==> config.mk <==
export PLATFORM = sky130hd
export DESIGN_NAME = seg7_scan
export DESIGN_NICKNAME = d
export VERILOG_FILES = /design/src/rtl/seg7_pkg.sv /design/src/rtl/seg7_decode.sv /design/src/rtl/seg7_scan.sv
export SDC_FILE = /design/constraint.sdc
export NUM_CORES = 1
export LEC_CHECK = 0
export BUFFER_PORTS_ARGS = -buffer_cell sky130_fd_sc_hd__buf_4
export CAP_MARGIN = 0
export CORE_MARGIN = 2
export CORE_UTILIZATION = 51
export DETAILED_ROUTE_END_ITERATION = 16
export PLACE_DENSITY = 0.71
export SYNTH_ARGS = -nofsm -noshare
export SYNTH_HDL_FRONTEND = slang
export SYNTH_SLANG_ARGS = --single-unit
export TNS_END_PERCENT = 20
==> constraint.sdc <==
create_clock -name clk -period 2.1 [get_ports clk]
set_clock_uncertainty 0.15 [all_clocks]
set_input_delay 0.105 -clock clk [delete_from_list [all_inputs] [get_ports clk]]
set_output_delay 0.105 -clock clk [all_outputs]
set_load 0.02 [all_outputs]
==> src/rtl/seg7_pkg.sv <==
`default_nettype none
// ============================================================================
//  Module      : seg7_pkg
//  Description : Active-high 7-segment glyph constants ({g,f,e,d,c,b,a}) and
//                the BCD-to-glyph helper shared by display drivers.
//  Revision    : 1.0  initial release
// ============================================================================
package seg7_pkg;

    localparam logic [6:0] SEG_0    = 7'b0111111;
    localparam logic [6:0] SEG_1    = 7'b0000110;
    localparam logic [6:0] SEG_2    = 7'b1011011;
    localparam logic [6:0] SEG_3    = 7'b1001111;
    localparam logic [6:0] SEG_4    = 7'b1100110;
    localparam logic [6:0] SEG_5    = 7'b1101101;
    localparam logic [6:0] SEG_6    = 7'b1111101;
    localparam logic [6:0] SEG_7    = 7'b0000111;
    localparam logic [6:0] SEG_8    = 7'b1111111;
    localparam logic [6:0] SEG_9    = 7'b1101111;
    localparam logic [6:0] SEG_DASH = 7'b1000000;
    localparam logic [6:0] SEG_OFF  = 7'b0000000;

    // Non-BCD codes render as a dash so corrupted counters stay visible.
    function automatic logic [6:0] bcd_to_seg7(input logic [3:0] bcd);
        logic [6:0] glyph;
        case (bcd)
            4'd0:    glyph = SEG_0;
            4'd1:    glyph = SEG_1;
            4'd2:    glyph = SEG_2;
            4'd3:    glyph = SEG_3;
            4'd4:    glyph = SEG_4;
            4'd5:    glyph = SEG_5;
            4'd6:    glyph = SEG_6;
            4'd7:    glyph = SEG_7;
            4'd8:    glyph = SEG_8;
            4'd9:    glyph = SEG_9;
            default: glyph = SEG_DASH;
        endcase
        return glyph;
    endfunction

endpackage
`default_nettype wire

==> src/rtl/seg7_decode.sv <==
`default_nettype none
// ============================================================================
//  Module      : seg7_decode
//  Description : Combinational BCD digit to active-high 7-segment glyph.
//  Revision    : 1.0  initial release
// ============================================================================
module seg7_decode
    import seg7_pkg::*;
(
    input  logic [3:0] bcd,
    output logic [6:0] seg
);

    assign seg = bcd_to_seg7(bcd);

endmodule
`default_nettype wire

==> src/rtl/seg7_scan.sv <==
`default_nettype none
// ============================================================================
//  Module      : seg7_scan
//  Description : Time-multiplexed N-digit 7-segment driver with anti-ghost
//                blanking, leading-zero suppression and per-frame snapshots.
//  Revision    : 1.0  initial release
// ============================================================================
module seg7_scan
    import seg7_pkg::*;
#(
    parameter int unsigned N_DIG       = 4,
    parameter int unsigned SCAN_DIV    = 50000,
    parameter int unsigned BLANK_CYC   = 16,
    parameter bit          SEG_ACT_LOW = 1'b1,
    parameter bit          AN_ACT_LOW  = 1'b1
) (
    input  logic               clk,
    input  logic               rst_n,
    input  logic [4*N_DIG-1:0] digits_in,
    input  logic [N_DIG-1:0]   dp_in,
    input  logic               lz_en,
    output logic [6:0]         seg,
    output logic               dp,
    output logic [N_DIG-1:0]   an,
    output logic               frame_start
);

    localparam int unsigned      PRE_W     = $clog2(SCAN_DIV);
    localparam int unsigned      IDX_W     = $clog2(N_DIG);
    localparam logic [PRE_W-1:0] PRE_LAST  = PRE_W'(SCAN_DIV - 1);
    localparam logic [PRE_W-1:0] BLANK_END = PRE_W'(BLANK_CYC);
    localparam logic [IDX_W-1:0] IDX_LAST  = IDX_W'(N_DIG - 1);
    localparam logic [N_DIG-1:0] AN_OFF    = {N_DIG{AN_ACT_LOW}};
    localparam logic [6:0]       SEG_PIN   = {7{SEG_ACT_LOW}};

    generate
        if (N_DIG < 2 || SCAN_DIV < 2 || BLANK_CYC == 0 || BLANK_CYC >= SCAN_DIV) begin : g_bad_param
            $error("seg7_scan: illegal parameter combination");
        end
    endgenerate

    logic [PRE_W-1:0] pre;
    logic [IDX_W-1:0] idx;
    logic [3:0]       snap [N_DIG];
    logic [N_DIG-1:0] dp_snap;
    logic [N_DIG-1:0] nonzero;
    logic [N_DIG-1:0] lz_blank;
    logic [6:0]       dec_seg;
    logic             frame_edge;
    logic [N_DIG-1:0] an_nxt;
    logic [6:0]       seg_nxt;
    logic             dp_nxt;

    assign frame_edge = (pre == '0) && (idx == '0);

    // A digit is a leading zero when it and every more significant digit are 0.
    generate
        for (genvar i = 0; i < N_DIG; i++) begin : g_lz
            assign nonzero[i] = |snap[i];
            if (i == 0) begin : g_lsd
                assign lz_blank[i] = 1'b0;
            end else begin : g_upper
                assign lz_blank[i] = lz_en & ~(|nonzero[N_DIG-1:i]);
            end
        end
    endgenerate

    seg7_decode u_decode (
        .bcd (snap[idx]),
        .seg (dec_seg)
    );

    always_comb begin
        an_nxt  = AN_OFF;
        seg_nxt = SEG_OFF ^ SEG_PIN;
        dp_nxt  = SEG_ACT_LOW;
        if (pre >= BLANK_END) begin
            an_nxt  = (N_DIG'(1) << idx) ^ AN_OFF;
            seg_nxt = (lz_blank[idx] ? SEG_OFF : dec_seg) ^ SEG_PIN;
            dp_nxt  = dp_snap[idx] ^ SEG_ACT_LOW;
        end
    end

    always_ff @(posedge clk or negedge rst_n) begin
        if (!rst_n) begin
            pre         <= '0;
            idx         <= '0;
            dp_snap     <= '0;
            for (int i = 0; i < N_DIG; i++) snap[i] <= '0;
            an          <= AN_OFF;
            seg         <= SEG_OFF ^ SEG_PIN;
            dp          <= SEG_ACT_LOW;
            frame_start <= 1'b0;
        end else begin
            if (pre == PRE_LAST) begin
                pre <= '0;
                idx <= (idx == IDX_LAST) ? '0 : idx + 1'b1;
            end else begin
                pre <= pre + 1'b1;
            end
            if (frame_edge) begin
                for (int i = 0; i < N_DIG; i++) snap[i] <= digits_in[4*i +: 4];
                dp_snap <= dp_in;
            end
            frame_start <= frame_edge;
            an          <= an_nxt;
            seg         <= seg_nxt;
            dp          <= dp_nxt;
        end
    end

endmodule
`default_nettype wire
# Word level (Yosys, flattened, before mapping)
# Memory sizes are Yosys's and may differ from the RTL's.
# Cells that the tools add are included.
# totals
register_bits	51
mem_count	1
elab_cells	49
mem_bits_ro	112
inputBits	23
# op_classes
n_reduce_logical	6
add_sub_neg	2
order_cmp	3
shifts	1
eq_ne	2
n_bitwise	10
n_mux	13
# mem_list
name	words	width	rd	rd_ports_with_merged_regs	write_ports	line_no	rtl
(no name shown)	16	7	1	0	0	seg7_pkg.sv:26	case (bcd)
# ops
operator	n
$add A16 B1 Y16 const B	1
$eq A16 B16 Y1 const B	1
$ge A16 B5 Y1 const B	1
$logic_not A16 Y1	1
$mux W16	1
$mux W7	2
$mux W4	3
$reduce_or A12 Y1	1
$bmux W4 S2	1
$reduce_or A8 Y1	1
$not A7 Y7	1
$bmux W1 S2	2
$not A1 Y1	4
$not A4 Y4	1
$reduce_or A4 Y1	1
$shl A1 B2 Y4 const A	1
$and A1 B1 Y1	3
$ge A3 B3 Y1 const B	1
$lt A2 B3 Y1 const B	1
$mux W1	3
$not A2 Y3	1
$add A2 B1 Y2 const B	1
$eq A2 B2 Y1 const B	1
$logic_not A2 Y1	1
2 further kinds	2

# Depth between registers and ports, before layout
# Gate-level depths: netlist of the first run.
# logic_depth
depth_word	8
ltp_mapped	8
mapped_depth_nobuf	7

# By module
# From an unflattened synthesis of the first run, not the netlist that was laid out.
# unflattened
cells_unflattened	202
hier_area_um2	2551.2
# modules_own_cells
module	n_inst	cells_each	seq_area_each_um2	area_per_inst_um2
seg7_scan	1	173	1291.2	2326.0
seg7_decode	1	29	0.0	225.2

# Least setup slack after synthesis of the first run
# Ideal clock, no wire load.
# synth_path
kind	register -> register
from	register pre[4]
to	register snap[11] (netlist bit)
setup_time_ns	0.125
n_path_buf	2
arrival_ns	1.899
setup_slack_ns	-0.074
path_stages_with_launch	7
cell_sequence	dfrtp_1 -> buf_6 -> nor4_4 -> nand4_2 -> or4_4 -> buf_6 -> mux2_4
# synth_between
elab_chain_len	2
# synth_rtl
item	line_no	rtl
start: declaration	seg7_scan.sv:42	logic [PRE_W-1:0] pre;
start signal: assignment	seg7_scan.sv:99	pre <= pre + 1'b1;
$logic_not A16 Y1	seg7_scan.sv:54	assign frame_edge = (pre == '0) && (idx == '0);
$logic_and A1 B1 Y1	seg7_scan.sv:54	
end: declaration	seg7_scan.sv:44	logic [3:0] snap [N_DIG];
# No other way between the ends.
# A chain may end at the register's enable or synchronous reset.

# Worst setup path in the final report of the first run
# layout_path
from	register pre[5]
to	register snap[4] (netlist bit)
# The elaborated chain is that of the path after synthesis.

==> report_table.html, run 1 <==
<table>
<tr><th>Metric</th><th>Value</th></tr>
<tr><th colspan="2">Status</th></tr>
<tr><td>Status</td><td>complete, no violations</td></tr>
<tr><th colspan="2">Detailed routing</th></tr>
<tr><td>Final routed wire length divided by cell count</td><td>~14 um</td></tr>
<tr><td>ANT nets after route</td><td>0</td></tr>
<tr><td>Count of unresolved DRC violations after routing</td><td>0</td></tr>
<tr><td>Detailed-router iteration count before antenna repair</td><td>4</td></tr>
<tr><td>Drt first-iter violations</td><td>approximately 100</td></tr>
<tr><td>Vias per cell</td><td>5.04</td></tr>
<tr><td>Total vias in the final route</td><td>roughly 1700</td></tr>
<tr><td>Detailed-route wire length</td><td>roughly 4.8 mm</td></tr>
<tr><th colspan="2">Clock tree</th></tr>
<tr><td>Skew-Pair Late Insertion Delay</td><td>0.30 ns</td></tr>
<tr><td>Depth of the CTS H-tree</td><td>2</td></tr>
<tr><td>Maximum number of buffers from clock root to sink</td><td>2</td></tr>
<tr><td>Clock Sink Count</td><td>roughly 50</td></tr>
<tr><td>Register clock-pin slew on the reported worst setup and hold paths</td><td>approximately 0.090 ns</td></tr>
<tr><td>Root Driver</td><td>sky130_fd_sc_hd__clkbuf_8</td></tr>
<tr><td>Clock tree from TritonCTS</td><td>done</td></tr>
<tr><td>Clock buffer count from CTS</td><td>5</td></tr>
<tr><th colspan="2">Critical path</th></tr>
<tr><td>Crit path capture type</td><td>flip-flop</td></tr>
<tr><td>Number of cells on the worst reg-to-reg path</td><td>5</td></tr>
<tr><td>Startpoint of the worst-slack reg-to-reg timing path</td><td>pre[5]</td></tr>
<tr><td>Required arrival time at the worst endpoint</td><td>between 2 and 2.5 ns</td></tr>
<tr><td>CP cell instances</td><td>nor4_4, nand4_2, or4_4, buf_12, mux2_4</td></tr>
<tr><td>FF-to-FF setup slack</td><td>~0.022 ns</td></tr>
<tr><td>Critical-path cell with the highest stage delay</td><td>sky130_fd_sc_hd__or4_4</td></tr>
<tr><td>Startpoint-to-endpoint class of the critical path</td><td>reg -&gt; reg</td></tr>
<tr><td>CP startpoint kind</td><td>flip-flop</td></tr>
<tr><td>Delay of the slowest cell on the worst path</td><td>between 0.4 and 0.5 ns</td></tr>
<tr><td>Worst EP arrival</td><td>between 2 and 2.5 ns</td></tr>
<tr><td>Maximum fanout along the worst path</td><td>21</td></tr>
<tr><td>End of the worst register-to-register path</td><td>snap[4]</td></tr>
<tr><th colspan="2">Power</th></tr>
<tr><td>IR Drop Worst-Case VDD</td><td>between 0.0002 and 0.00025 V</td></tr>
<tr><td>Leakage dissipation</td><td>~1.6 nW</td></tr>
<tr><td>Power Dens Cells</td><td>between 500 and 600 nW/um2</td></tr>
<tr><td>Final Power</td><td>between 1.5 and 2 mW</td></tr>
<tr><th colspan="2">Floorplanning</th></tr>
<tr><td>I/O pins</td><td>36</td></tr>
<tr><td>Initial core utilization</td><td>between 50% and 60%</td></tr>
<tr><td>Total die area</td><td>around 5500 um2</td></tr>
<tr><td>Core Area</td><td>roughly 4800 um2</td></tr>
<tr><td>Row count</td><td>25</td></tr>
<tr><td>Vertical extent of the die</td><td>74.3 um</td></tr>
<tr><td>Width of the die</td><td>between 70 and 80 um</td></tr>
<tr><th colspan="2">Final layout</th></tr>
<tr><td>Area taken by flip-flops and latches</td><td>around 1300 um2</td></tr>
<tr><td>Footprint of the multi-input gates</td><td>about 1100 um2</td></tr>
<tr><td>Post-route insts no fill</td><td>347</td></tr>
<tr><td>Growth of design area from synthesis to finish</td><td>31.1%</td></tr>
<tr><td>Net count of the finished layout</td><td>between 300 and 400</td></tr>
<tr><td>Count of inserted antenna diode cells</td><td>0</td></tr>
<tr><td>Share of layout cells above drive strength 1</td><td>between 30 and 40%</td></tr>
<tr><td>Final core utilization</td><td>between 60 and 70%</td></tr>
<tr><td>Fillers</td><td>360</td></tr>
<tr><th colspan="2">Timing</th></tr>
<tr><td>Final critical-path required period</td><td>2.08 ns</td></tr>
<tr><td>RSZ-0062 raised after global routing</td><td>yes</td></tr>
<tr><td>Final Max Slew Viols</td><td>0</td></tr>
<tr><td>Worst setup slack after layout</td><td>between 0.02 and 0.025 ns</td></tr>
<tr><td>Transition time at the pin with the least slew margin</td><td>between 0.6 and 0.7 ns</td></tr>
<tr><td>Max Clock Freq</td><td>0.481 GHz</td></tr>
<tr><td>TNS Setup</td><td>0 ns</td></tr>
<tr><td>Final period utilization</td><td>98.9%</td></tr>
<tr><td>Worst slew margin</td><td>roughly three fifths</td></tr>
<tr><td>Hold Violations, Final</td><td>0</td></tr>
<tr><td>Finish-stage setup viols</td><td>0</td></tr>
<tr><th colspan="2">Logic synthesis</th></tr>
<tr><td>Cell area after synthesis</td><td>2520 um2</td></tr>
<tr><td>Proportion of register bits with asynchronous set or reset after synthesis</td><td>100%</td></tr>
<tr><td>Count of warnings emitted by yosys</td><td>0</td></tr>
<tr><td>Number of enable flip-flop cells after synthesis</td><td>0</td></tr>
<tr><td>Main area contributors after synthesis</td><td>sky130_fd_sc_hd__dfrtp_1 (39%), sky130_fd_sc_hd__dfstp_2 (13%), sky130_fd_sc_hd__mux2_4 (11%), sky130_fd_sc_hd__ha_1 (5.5%), sky130_fd_sc_hd__mux4_2 (4.5%)</td></tr>
<tr><td>Library cells used by synthesis</td><td>34</td></tr>
<tr><td>Most area-hungry cell type in the Yosys netlist</td><td>sky130_fd_sc_hd__dfrtp_1</td></tr>
<tr><td>Number of synthesized register bits</td><td>roughly 50</td></tr>
<tr><td>Cell count after synthesis</td><td>200</td></tr>
<tr><td>Seq/Total Area, Yosys</td><td>between 50 and 60%</td></tr>
<tr><td>Top cells by instance count after synthesis</td><td>sky130_fd_sc_hd__dfrtp_1 (39), sky130_fd_sc_hd__mux2_4 (19), sky130_fd_sc_hd__nor2_1 (16)</td></tr>
<tr><td>Total nets after synthesis</td><td>234</td></tr>
<tr><td>Synthesized area per cell</td><td>12.6 um2</td></tr>
<tr><td>Area share of the largest cell type after synthesis</td><td>38.7%</td></tr>
<tr><td>Library cell with the highest instance count after synthesis</td><td>sky130_fd_sc_hd__dfrtp_1</td></tr>
<tr><td>Flip-flop cell with the highest count after synthesis</td><td>sky130_fd_sc_hd__dfrtp_1</td></tr>
<tr><th colspan="2">Global route</th></tr>
<tr><td>Remaining global-route overflow</td><td>0</td></tr>
<tr><td>Global-route wire length before repair</td><td>a little over 8 mm</td></tr>
<tr><td>Via count of the first global-routing pass</td><td>roughly 1700</td></tr>
<tr><td>Maximum number of pins on one net before global-route repair</td><td>between 50 and 60</td></tr>
<tr><td>Antenna violations before repair</td><td>0</td></tr>
<tr><td>GRT Total Usage</td><td>about a fifth</td></tr>
<tr><th colspan="2">Placed design</th></tr>
<tr><td>Routability Congestion</td><td>between 0.8 and 0.9</td></tr>
<tr><td>IO Port Bufs</td><td>35</td></tr>
<tr><td>DP Cell Count</td><td>approximately 320</td></tr>
<tr><td>HPWL after detailed placement</td><td>3.29 mm</td></tr>
<tr><td>Worst-case setup slack after placement</td><td>~0.023 ns</td></tr>
<tr><th colspan="2">Worst hold path</th></tr>
<tr><td>Hold_sp</td><td>lz_en</td></tr>
<tr><td>Kind of path behind the tightest hold check</td><td>in -&gt; reg</td></tr>
<tr><td>Cell depth of the worst min-delay path</td><td>4</td></tr>
<tr><td>Worst Hold Path EP</td><td>seg[4]</td></tr>
<tr><th colspan="2">Run</th></tr>
<tr><td>Maximum Capacitance Violations</td><td>0</td></tr>
</table>
-- cell usage in the layout, fill, tap and decap left out, drive strengths merged, types with 2 or more instances in the layout --
cell type	instances
and3	4
nand3	6
nand2	11
nor4	5
and4	5
o21ai	7
xor2	7
clkbuf	7
xnor2	5
dfstp	12
dfrtp	39
nor3	4
or4	2
nand4	6
mux2	22
buf	58
nor2	16
ha	11
mux4	5
dlygate4sd3	21
nor3b	3
a21oi	5
inv	11
-- flip-flops by register name (all words and copies together), names as in the netlist --
| name | cells |
|---|---|
| idx | 2 |
| dp | 1 |
| pre | 16 |
| snap | 16 |
| seg | 7 |
| dp_snap | 4 |
| frame_start | 1 |
| an | 4 |
-- per-stage QoR --
step                      hold slack, ns  area, um2
after floorplan                   -0.341       2520
after global placement           0.00542       2990
after detailed placement          0.0169       2990
after CTS                          0.131       3280
after global routing               0.178       3300
final                              0.134       3300
-- critical path, delay by kind of cell (launching register included) --
| family | cells | cell delay (ns) |
|---|---|---|
| buffers and inverters | 1 | 0.19 |
| DFF | 1 | 0.43 |
| muxes | 1 | 0.30 |
| and+or+nand+nor | 3 | 0.90 |
-- timing repair --
| item | in CTS | in global routing |
|---|---|---|
| hold endpoints to repair | 59 | 0 |
| hold buffers | 21 | 0 |
| setup endpoints to repair | 0 | 19 |
| resized for setup | 0 | 2 |
| setup buffers | 0 | 1 |
-- how the worst max path moves through the flow --
stage | from | to | slack, ns
after floorplan | pre[4] | snap[11] | -0.02
after global placement | pre[13] | snap[7] | 0.06
after detailed placement | pre[13] | snap[12] | 0.02
after CTS | pre[13] | dp_snap[1] | 0.001
after global routing | pre[5] | dp_snap[2] | -0.02
final | pre[5] | snap[4] | 0.02
-- power breakdown --
part	total [mW]	internal, mW	switching (mW)
Clock	0.536	0.234	0.302
Sequential	1.04	1.02	0.0197
Combinational	0.189	0.112	0.0769
Total	1.77	1.37	0.399
-- cell families after synthesis --
kind of cell / Yosys count / share of synthesized area (%)
AO/OA/AOI/OAI: 17 / 3.88
buffers and inverters: 18 / 3.63
multiplexers: 27 / 17.1
AND/OR/NAND/NOR: 64 / 14.5
flip-flops: 51 / 51.3
adder cells (fa/ha/maj): 11 / 5.46
XOR/XNOR: 12 / 4.17
-- area by class of cell --
cell class                      count  share of cell area [%]
Clock buffer                        7                    2.31
Clock inverter                      1                   0.152
Inverter                           11                    1.25
Multi-Input combinational cell    131                    34.7
Sequential cell                    51                    39.1
Tap cell                           67                    2.54
Timing Repair Buffer               79                    19.9
-- routing by layer --
layer | global-route usage (%) | vias to the layer above | part of all wire [%]
met5 | 0 | - | 0
met4 | 7.14 | 0 | 1.7
met3 | 4.88 | 8 | 4.2
met2 | 30.0 | 36 | 46
met1 | 28.2 | 844 | 48
li1 | - | 861 | -
Power figures use the tool's default switching activity.
==> run 2: changes to the inputs <==
--- a/config.mk
+++ b/config.mk
@@ -9,7 +9,9 @@
 export CAP_MARGIN = 0
 export CORE_MARGIN = 2
 export CORE_UTILIZATION = 51
+export CTS_CLUSTER_SIZE = 8
 export DETAILED_ROUTE_END_ITERATION = 16
+export MAX_ROUTING_LAYER = met4
 export PLACE_DENSITY = 0.71
 export SYNTH_ARGS = -nofsm -noshare
 export SYNTH_HDL_FRONTEND = slang
==> report_table.html, run 2 (synthesis results as in run 1) <==
<table>
<tr><th>Metric</th><th>Value</th></tr>
<tr><th colspan="2">Clock tree</th></tr>
<tr><td>Depth of the CTS H-tree</td><td>2 (unchanged)</td></tr>
<tr><td>Root Driver</td><td>sky130_fd_sc_hd__clkbuf_8 (unchanged)</td></tr>
<tr><td>Clock Sink Count</td><td>51 (unchanged)</td></tr>
<tr><td>Clock tree from TritonCTS</td><td>done (unchanged)</td></tr>
<tr><td>Register clock-pin slew on the reported worst setup and hold paths</td><td>0.09 ns (about the same)</td></tr>
<tr><td>Skew-Pair Late Insertion Delay</td><td>0.30 ns (about the same)</td></tr>
<tr><td>Maximum number of buffers from clock root to sink</td><td>2 (unchanged)</td></tr>
<tr><td>Clock buffer count from CTS</td><td>5 (unchanged)</td></tr>
<tr><th colspan="2">Critical path</th></tr>
<tr><td>Crit path capture type</td><td>flip-flop (unchanged)</td></tr>
<tr><td>Required arrival time at the worst endpoint</td><td>2.14 ns (about the same)</td></tr>
<tr><td>Maximum fanout along the worst path</td><td>21 (unchanged)</td></tr>
<tr><td>Startpoint-to-endpoint class of the critical path</td><td>reg -&gt; reg (unchanged)</td></tr>
<tr><td>CP startpoint kind</td><td>flip-flop (unchanged)</td></tr>
<tr><td>Largest delay contributor family on the critical path</td><td>simple AND/OR/NAND/NOR gates (unchanged)</td></tr>
<tr><td>CP cell instances</td><td>nor4_4, nand4_2, or4_4, buf_12, mux2_4 (unchanged)</td></tr>
<tr><td>FF-to-FF setup slack</td><td>0.006 ns (was 0.02 ns)</td></tr>
<tr><td>Delay of the slowest cell on the worst path</td><td>0.44 ns (about the same)</td></tr>
<tr><td>Worst EP arrival</td><td>2.13 ns (was 2.12 ns)</td></tr>
<tr><td>Worst path bufs/invs</td><td>1 (unchanged)</td></tr>
<tr><td>Critical-path cell with the highest stage delay</td><td>sky130_fd_sc_hd__or4_4 (unchanged)</td></tr>
<tr><th colspan="2">Detailed routing</th></tr>
<tr><td>Vias per cell</td><td>5.10 (was 5.04)</td></tr>
<tr><td>Count of unresolved DRC violations after routing</td><td>0 (unchanged)</td></tr>
<tr><td>Final routed wire length divided by cell count</td><td>14.2 um (was 13.8 um)</td></tr>
<tr><td>Detailed-route wire length</td><td>4.93 mm (was 4.80 mm)</td></tr>
<tr><td>Total vias in the final route</td><td>1774 (was 1749)</td></tr>
<tr><td>Drt first-iter violations</td><td>108 (was 98)</td></tr>
<tr><td>ANT nets after route</td><td>0 (unchanged)</td></tr>
<tr><td>Detailed-router iteration count before antenna repair</td><td>4 (unchanged)</td></tr>
<tr><th colspan="2">Timing</th></tr>
<tr><td>Worst setup slack after layout</td><td>0.00596 ns (was 0.0222 ns)</td></tr>
<tr><td>Final critical-path required period</td><td>2.09 ns (was 2.08 ns)</td></tr>
<tr><td>Transition time at the pin with the least slew margin</td><td>0.615 ns (was 0.617 ns)</td></tr>
<tr><td>Finish-stage setup viols</td><td>0 (unchanged)</td></tr>
<tr><td>Max Clock Freq</td><td>0.478 GHz (was 0.481 GHz)</td></tr>
<tr><td>Final Max Slew Viols</td><td>0 (unchanged)</td></tr>
<tr><td>RSZ-0062 raised after global routing</td><td>yes (unchanged)</td></tr>
<tr><td>Worst slew margin</td><td>59.0% (was 58.8%)</td></tr>
<tr><td>Final period utilization</td><td>99.7% (was 98.9%)</td></tr>
<tr><td>Hold Violations, Final</td><td>0 (unchanged)</td></tr>
<tr><td>TNS Setup</td><td>0 ns (unchanged)</td></tr>
<tr><td>Hold Slack</td><td>0.148 ns (was 0.134 ns)</td></tr>
<tr><th colspan="2">Floorplanning</th></tr>
<tr><td>Core Area</td><td>4750 um2 (unchanged)</td></tr>
<tr><td>Row count</td><td>25 (unchanged)</td></tr>
<tr><td>Vertical extent of the die</td><td>74.3 um (unchanged)</td></tr>
<tr><td>I/O pins</td><td>36 (unchanged)</td></tr>
<tr><td>Width of the die</td><td>74.3 um (unchanged)</td></tr>
<tr><td>Total die area</td><td>5520 um2 (unchanged)</td></tr>
<tr><td>Initial core utilization</td><td>53.0% (unchanged)</td></tr>
<tr><th colspan="2">Placed design</th></tr>
<tr><td>IO Port Bufs</td><td>35 (unchanged)</td></tr>
<tr><td>Worst-case setup slack after placement</td><td>0.0111 ns (was 0.0235 ns)</td></tr>
<tr><td>HPWL after detailed placement</td><td>3.45 mm (was 3.29 mm)</td></tr>
<tr><td>Routability Congestion</td><td>0.917 (was 0.844)</td></tr>
<tr><th colspan="2">Final layout</th></tr>
<tr><td>Leading registers by flop count</td><td>pre (16), snap (16), seg (7) (unchanged)</td></tr>
<tr><td>Share of layout cells above drive strength 1</td><td>38.4% (was 38.6%)</td></tr>
<tr><td>Growth of design area from synthesis to finish</td><td>31.5% (was 31.1%)</td></tr>
<tr><td>Fillers</td><td>355 (was 360)</td></tr>
<tr><td>Count of inserted antenna diode cells</td><td>0 (unchanged)</td></tr>
<tr><td>Most common cell after layout, fill and taps aside</td><td>sky130_fd_sc_hd__buf_4 (unchanged)</td></tr>
<tr><td>Net count of the finished layout</td><td>314 (was 313)</td></tr>
<tr><td>Most frequent cells in the layout</td><td>sky130_fd_sc_hd__buf_4 (57), sky130_fd_sc_hd__dfrtp_1 (39), sky130_fd_sc_hd__dlygate4sd3_1 (21) (unchanged)</td></tr>
<tr><th colspan="2">Power</th></tr>
<tr><td>IR Drop Worst-Case VDD</td><td>0.000332 V (was 0.000241 V)</td></tr>
<tr><td>Int Power</td><td>1.40 mW (was 1.37 mW)</td></tr>
<tr><td>Net Sw Frac</td><td>22.4% (was 22.6%)</td></tr>
<tr><td>Final Power</td><td>1.81 mW (was 1.77 mW)</td></tr>
<tr><td>Clock power share</td><td>31.8% (was 30.3%)</td></tr>
<tr><td>Reported net switching power</td><td>0.405 mW (was 0.399 mW)</td></tr>
<tr><td>Power Dens Cells</td><td>545 nW/um2 (was 535 nW/um2)</td></tr>
<tr><td>Sequential cell fraction of total power</td><td>57.7% (was 59.0%)</td></tr>
<tr><td>Leakage dissipation</td><td>1.58 nW (was 1.57 nW)</td></tr>
<tr><td>Combinational Power Share</td><td>10.5% (was 10.7%)</td></tr>
<tr><th colspan="2">Global route</th></tr>
<tr><td>Global-route wire length before repair</td><td>8.01 mm (was 8.05 mm)</td></tr>
<tr><td>Maximum number of pins on one net before global-route repair</td><td>52 (unchanged)</td></tr>
<tr><td>Antenna violations before repair</td><td>0 (unchanged)</td></tr>
<tr><td>GRT Total Usage</td><td>20.1% (was 19.8%)</td></tr>
<tr><td>Via count of the first global-routing pass</td><td>1704 (was 1710)</td></tr>
<tr><td>Remaining global-route overflow</td><td>0 (unchanged)</td></tr>
<tr><th colspan="2">Worst hold path</th></tr>
<tr><td>Kind of path behind the tightest hold check</td><td>in -&gt; reg (unchanged)</td></tr>
<tr><th colspan="2">Run</th></tr>
<tr><td>Maximum Capacitance Violations</td><td>0 (unchanged)</td></tr>
<tr><th colspan="2">Status</th></tr>
<tr><td>Status</td><td>complete, no violations (unchanged)</td></tr>
</table>
run 2: changes by cell type in the layout (fill, tap and decap cells not counted):
| cell | previous run | this run |
|---|---|---|
| sky130_fd_sc_hd__buf_6 | 0 | 1 |
| sky130_fd_sc_hd__clkbuf_1 | 2 | 1 |
| sky130_fd_sc_hd__clkbuf_8 | 5 | 6 |
| sky130_fd_sc_hd__nor3_1 | 2 | 4 |
| sky130_fd_sc_hd__nor3_2 | 2 | 0 |
run 2: per-stage QoR:
step	util, %	instance area, um2	instances
floorplan	-	2520	200
global placement	62.9	2990	317
detailed placement	62.9	2990	317
CTS	69.3	3290	346
global route	69.7	3310	348
finish	69.7	3310	348
run 2: power groups by stage:
stage / Sequential [mW] / Combinational (mW) / Clock, mW
detailed placement: 1.06 / 0.161 / 0
floorplan: 1.07 / 0.0620 / 0
global route: 1.05 / 0.208 / 0.624
CTS: 1.04 / 0.192 / 0.593
global placement: 1.06 / 0.158 / 0
finish: 1.04 / 0.190 / 0.574
run 2: layer usage:
metal	track usage, %	vias to the layer above	routed length (um)
met2	30.8	48	2320
met3	3.25	10	185
met4	7.34	0	85
met5	-	-	0
li1	-	865	-
met1	27.3	851	2330
run 2: tightest hold or removal path: stages:
cell and delay [ns]:
sky130_fd_sc_hd__buf_4 0.11, sky130_fd_sc_hd__nand2_1 0.05, sky130_fd_sc_hd__o31a_1 0.25, sky130_fd_sc_hd__nand2_1 0.08
run 2: path summary, 6_finish.rpt:
kind,start,to,cells past startpoint
max in group asynchronous,rst_n,pre[5],2
worst max-delay path,pre[5],snap[2],5
worst min register to register,pre[0],pre[0],1
worst min-delay path,lz_en,seg[4],4
worst max register to register,pre[5],snap[2],5
min in group asynchronous,rst_n,dp_snap[0],2
run 2: timing repair:
item,in CTS,in global routing
resized for setup,0,1
hold buffers,21,0
hold endpoints to repair,59,0
buffers inserted,0,2
endpoints found under the setup margin,0,22
run 2: layout make-up:
cell class / instances / area (um2) / area share (%)
clock inverters: 1 / 5.00 / 0.151
well taps: 67 / 83.8 / 2.53
repair buffers: 80 / 669 / 20.2
flip-flops and latches: 51 / 1290 / 39.0
inverters: 11 / 41.3 / 1.25
multi-input cells: 131 / 1140 / 34.3
clock buffers: 7 / 86.3 / 2.61
